File: src/rtl/ifetch_unit.sv
// Instruction fetch unit for minisys-32: owns the PC, fetches one word per
// instruction over a req/ready handshake and resolves the next PC from Controller flow control.
module ifetch_unit #(
    parameter logic [31:0] RESET_PC    = 32'h0000_0000,
    parameter int          IMEM_ADDR_W = 14
) (
    input  logic                   clk,
    input  logic                   rst,

    output logic                   imem_req,
    output logic [IMEM_ADDR_W-1:0] imem_addr,
    input  logic                   imem_ready,
    input  logic [31:0]            imem_rdata,

    input  logic                   stall,
    input  logic                   Jr,
    input  logic                   Jmp,
    input  logic                   Jal,
    input  logic                   Branch,
    input  logic                   nBranch,
    input  logic                   Zero,
    input  logic [31:0]            Read_data_1,
    input  logic [31:0]            Imm_extend,

    output logic [31:0]            Inst,
    output logic                   inst_valid,
    output logic [31:0]            PC,
    output logic [31:0]            link_addr,
    output logic                   pc_misalign
);

    typedef enum logic {
        S_FETCH = 1'b0,
        S_EXEC  = 1'b1
    } state_t;

    state_t      state_q;
    logic [31:0] pc_q;
    logic [31:0] inst_q;
    logic [31:0] link_q;
    logic        req_q;
    logic        valid_q;
    logic        misalign_q;

    logic [31:0] pc4;
    logic [31:0] br_tgt;
    logic [31:0] j_tgt;
    logic [31:0] pc_d;

    always_comb begin
        // NOTE: every always_comb output gets a default first so no path can infer a latch.
        pc4    = pc_q + 32'd4;
        br_tgt = pc4 + (Imm_extend << 2);
        j_tgt  = {pc4[31:28], inst_q[25:0], 2'b00};
        pc_d   = pc4;

        if (Jr) begin
            pc_d = Read_data_1 & ~32'h3;
        end else if (Jmp || Jal) begin
            pc_d = j_tgt;
        end else if (Branch && Zero) begin
            pc_d = br_tgt;
        end else if (nBranch && !Zero) begin
            pc_d = br_tgt;
        end
    end

    // NOTE: all state is updated with non-blocking assignments so every register
    // samples pre-edge values regardless of statement order.
    always_ff @(posedge clk) begin
        if (rst) begin
            state_q    <= S_FETCH;
            pc_q       <= RESET_PC;
            inst_q     <= 32'h0;
            link_q     <= 32'h0;
            req_q      <= 1'b0;
            valid_q    <= 1'b0;
            misalign_q <= 1'b0;
        end else begin
            misalign_q <= 1'b0;
            unique case (state_q)
                S_FETCH: begin
                    // Request is registered, so the first fetch cycle after reset
                    // only raises it; ready is meaningful only while req is high.
                    if (!req_q) begin
                        req_q <= 1'b1;
                    end else if (imem_ready) begin
                        inst_q  <= imem_rdata;
                        req_q   <= 1'b0;
                        valid_q <= 1'b1;
                        state_q <= S_EXEC;
                    end
                end
                S_EXEC: begin
                    if (!stall) begin
                        pc_q       <= pc_d;
                        misalign_q <= Jr && (Read_data_1[1:0] != 2'b00);
                        if (Jal) begin
                            link_q <= pc4;
                        end
                        valid_q <= 1'b0;
                        req_q   <= 1'b1;
                        state_q <= S_FETCH;
                    end
                end
                default: state_q <= S_FETCH;
            endcase
        end
    end

    assign imem_req    = req_q;
    assign imem_addr   = pc_q[IMEM_ADDR_W+1:2];
    assign Inst        = inst_q;
    assign inst_valid  = valid_q;
    assign PC          = pc_q;
    assign link_addr   = link_q;
    assign pc_misalign = misalign_q;

endmodule

File: config.mk
export PLATFORM = sky130hd
export DESIGN_NAME = ifetch_unit
export DESIGN_NICKNAME = d
export VERILOG_FILES = /design/src/rtl/ifetch_unit.sv
export SDC_FILE = /design/constraint.sdc
export NUM_CORES = 1
export LEC_CHECK = 0
export BUFFER_PORTS_ARGS = -buffer_cell sky130_fd_sc_hd__clkbuf_2
export CORE_MARGIN = 3
export CORE_UTILIZATION = 50
export DETAILED_ROUTE_END_ITERATION = 12
export PLACE_DENSITY_LB_ADDON = 0.3
export SLEW_MARGIN = 20
export SYNTH_ARGS = -nofsm -noshare
export SYNTH_HDL_FRONTEND = slang
export SYNTH_SLANG_ARGS = --single-unit
File: constraint.sdc
create_clock -name clk -period 7.2 [get_ports clk]
set_input_delay 0.72 -clock clk [delete_from_list [all_inputs] [get_ports clk]]
set_output_delay 0.72 -clock clk [all_outputs]
set_load 0.01 [all_outputs]
==> out/metrics.yaml <==
outcome: "complete, no violations"
cts.sinks: 96
core-area_um2: 11710
grt_pass1_wl_um: 31230
switching_share: 0.2766
drt_iter0_markers: 557
yosys.area_share.xor_xnor: 0.07275
multiInputGateArea_um2: 3876
gr-max-usage-layer: "met2"
drt-total-wl_um: 20680
synth_top_family_by_area: "compound AO/OA/AOI/OAI gates"
avgSynthCellArea_um2: 7.524
synth_edf_count: 0
holdCritPathClass: "reg -> reg"
p_int_mw: 0.9494
yosysWarningCount: 0
clk_pin_slew_ps: 70
cts_buffers: 9
hold_slack_ps: 458.2
synth_compound_area_frac: 0.2576
use_met2: 0.4907
gp_congestion: 1.003
fin_tns_setup_ps: 0
worstPathBufferInverterCount: 0
cp-startpoint: "PC[2]"
die_area_um2: 13640
clock_skew_ps: 7.781
start_util: 0.5243
power_density_nw_per_um2: 175.0
synth-seq-cells: 96
cts_setup_buffers: 0
yosys-mux-area-fraction: 0.003464
grt_use_met3: 0.06632
hold_viol: 0
num_rows: 39
crit_chain: "ha_1 > and3_1 > nand2_1 > xnor2_1 > ha_1 > and3_1 > and3_1 > a32oi_1 > a21oi_1 > o31ai_1 > a21oi_1 > xnor2_1 > a21oi_1 > a221o_1"
slew_headroom: 0.2125
slew_violations: 0
worstReg2RegStart: "PC[2]"
antenna_found_initial: 0
clockRootBuffer: "clkbuf_16"
ir_drop_mv: 0.1583
seqPwrFrac: 0.429
postCtsResizedCells: 0
rrSetupSlack_ps: 3030
finalSetupViolCount: 0
cap_violations: 0
clkLatencyLatePin_ps: 350
synth_ff_type: "dfxtp_1"
fmax_mhz: 239.8
synthSimpleGateAreaFrac: 0.2176
synth_area_um2: 6140
synth_cell_types: 60
drt.antenna.violating_nets: 0
met1_usage: 0.3727
h-tree-depth: 3
cts-hold-fix-buffers: 0
crit_fanout: 10
grt_usage: 0.2947
switching_power_mw: 0.3630
final-seq-area_um2: 1922
ys_seq_area_frac: 0.3130
startpoint_type: "flop"
dpl.hpwl_um: 15150
diodes: 0
cp_slowest_cell: "dfxtp_1"
first_pass_iters: 6
vias: 6674
min_period_ps: 4169
cts_tree: "done"
synthAdderAreaFrac: 0.07663
clock_power_share: 0.406
die_width_um: 116.8
grt_max_degree: 68
critPathArrivalTime_ps: 4410
critPathTopFamily: "compound AO/OA/AOI/OAI gates"
async_reset_ff_frac: 0
gr-total-overflow: 0
required_ps: 7440
clockBufferDepth: 2
wire_per_inst_um: 18.15
worstHoldStart: "Inst[28]"
crit_type: "reg -> reg"
die_h_um: 116.8
drcViolationCount: 0
synth_cells: 816
drive_gt1_frac: 0.2520
rsz0062_at_grt: "no"
ios: 219
max_stage_delay_ps: 550
via_per_inst: 5.860
area_growth_pct: 22.15
grt_pass1_vias: 6116
worstMarginPinSlew_ps: 1177
io_buffers: 212
pwr-share-comb: 0.165
nets: 1134
fillCellCount: 1100
p_leak_nw: 3.571
critPathCaptureType: "flop"
min_period_over_period: 0.5791
-- cell usage after synthesis (2+ instances only) --
master      n  area, µm²
a22o_1      4      35.03
a21oi_1    75      375.4
a221oi_1    5      43.79
ha_1       36      450.4
a31oi_1     4      25.02
or2_2       2      12.51
a21oi_2     4      35.03
nand4_1     4      25.02
xor2_1     21      183.9
o211ai_1    8      60.06
o221ai_1    3      26.28
o21ai_1     2      10.01
a32oi_1     7      61.31
nor2_1     87      326.6
nand3_1    21      105.1
dfxtp_1    96       1922
and4_1      3      26.28
inv_1      16      60.06
a22oi_1    10      75.07
xnor2_1    30      262.8
a211oi_1   21      157.7
o21bai_1    4      30.03
nand2_1   134      503.0
buf_4      18      135.1
a221o_1     3      30.03
a311oi_1    3      26.28
nor2b_1     3      18.77
clkbuf_1   40      150.1
o21ai_0    49      245.2
nor3_1     32      160.2
or3_1       2      12.51
and3_1     11      68.82
o31ai_1     5      37.54
o21a_1      8      60.06
a21o_1     19      142.6
o211a_1     2      20.02
-- final timing paths --
check,end,depth (start not counted)
max,PC[27],14
min,Inst[28],2
max reg2reg,PC[27],14
min reg2reg,Inst[28],2
-- metal layers --
metal / vias up / routed length [µm]
li1: 3229 / -
met1: 3068 / 8469
met2: 323 / 10020
met3: 54 / 1616
met4: 0 / 570
met5: - / 0
-- power groups by stage --
stage	clock, mW	combinational, mW	sequential (mW)
after CTS	0.540	0.215	0.563
after global routing	0.561	0.239	0.565
after detailed placement	0	0.213	0.575
after global placement	0	0.211	0.575
after floorplan	0	0.124	0.580
final	0.533	0.216	0.563
-- area by class of cell --
type | instances | share of cell area
Tap cell | 143 | 0.02386
Multi-Input combinational cell | 646 | 0.5169
Timing Repair Buffer | 221 | 0.1505
Sequential cell | 96 | 0.2563
Clock buffer | 10 | 0.03187
Clock inverter | 6 | 0.01218
Inverter | 17 | 0.008509
-- sequential cells by signal, summed over array words and instances, names as in the netlist --
| name | flops |
|---|---|
| PC | 30 |
| link_addr | 30 |
| Inst | 32 |
| imem_req | 1 |
| state_q | 1 |
| pc_misalign | 1 |
| inst_valid | 1 |
-- cell usage in the layout, fill, tap and decap left out, types with 7 or more instances in the layout --
master,n
o211ai_1,8
inv_1,16
a22oi_1,10
a32oi_1,7
xnor2_1,30
buf_4,9
nand3_1,21
a211oi_1,21
nand2_1,134
nor3_1,32
clkbuf_16,9
nor2_1,85
a21oi_1,75
dfxtp_1,96
o21a_1,8
o21ai_0,49
ha_1,36
xor2_1,21
a21o_1,19
clkbuf_2,212
and3_1,11
-- metrics by stage --
step / utilization / cell area, µm² / worst slack (ps) / std cells / power, mW
2_1_floorplan: - / 6151 / 3886 / 819 / 0.7041
3_3_place_gp: 0.6122 / 7169 / 3208 / 1123 / 0.7855
3_5_place_dp: 0.6122 / 7169 / 3183 / 1123 / 0.7884
4_1_cts: 0.6404 / 7500 / 3116 / 1139 / 1.318
5_1_grt: 0.6404 / 7500 / 2795 / 1139 / 1.365
6_report: 0.6404 / 7500 / 3031 / 1139 / 1.312
-- cell families after synthesis --
kind of cell               Yosys count
other                                1
AOI/OAI and AO/OA                  243
adders and majority gates           37
muxes                                2
and+or+nand+nor                    309
DFF                                 96
xor gates and xnor gates            51
buffers and inverters               77
-- worst reg2reg max path, delay by kind of cell, from the launching register on --
family / cells / cell delay (ps)
adder cells (fa/ha/maj): 2 / 650
flip-flops: 1 / 550
AND/OR/NAND/NOR: 4 / 920
XOR/XNOR: 2 / 570
AO/OA/AOI/OAI: 6 / 1370
Note: power is estimated with default switching activity, not from simulation.
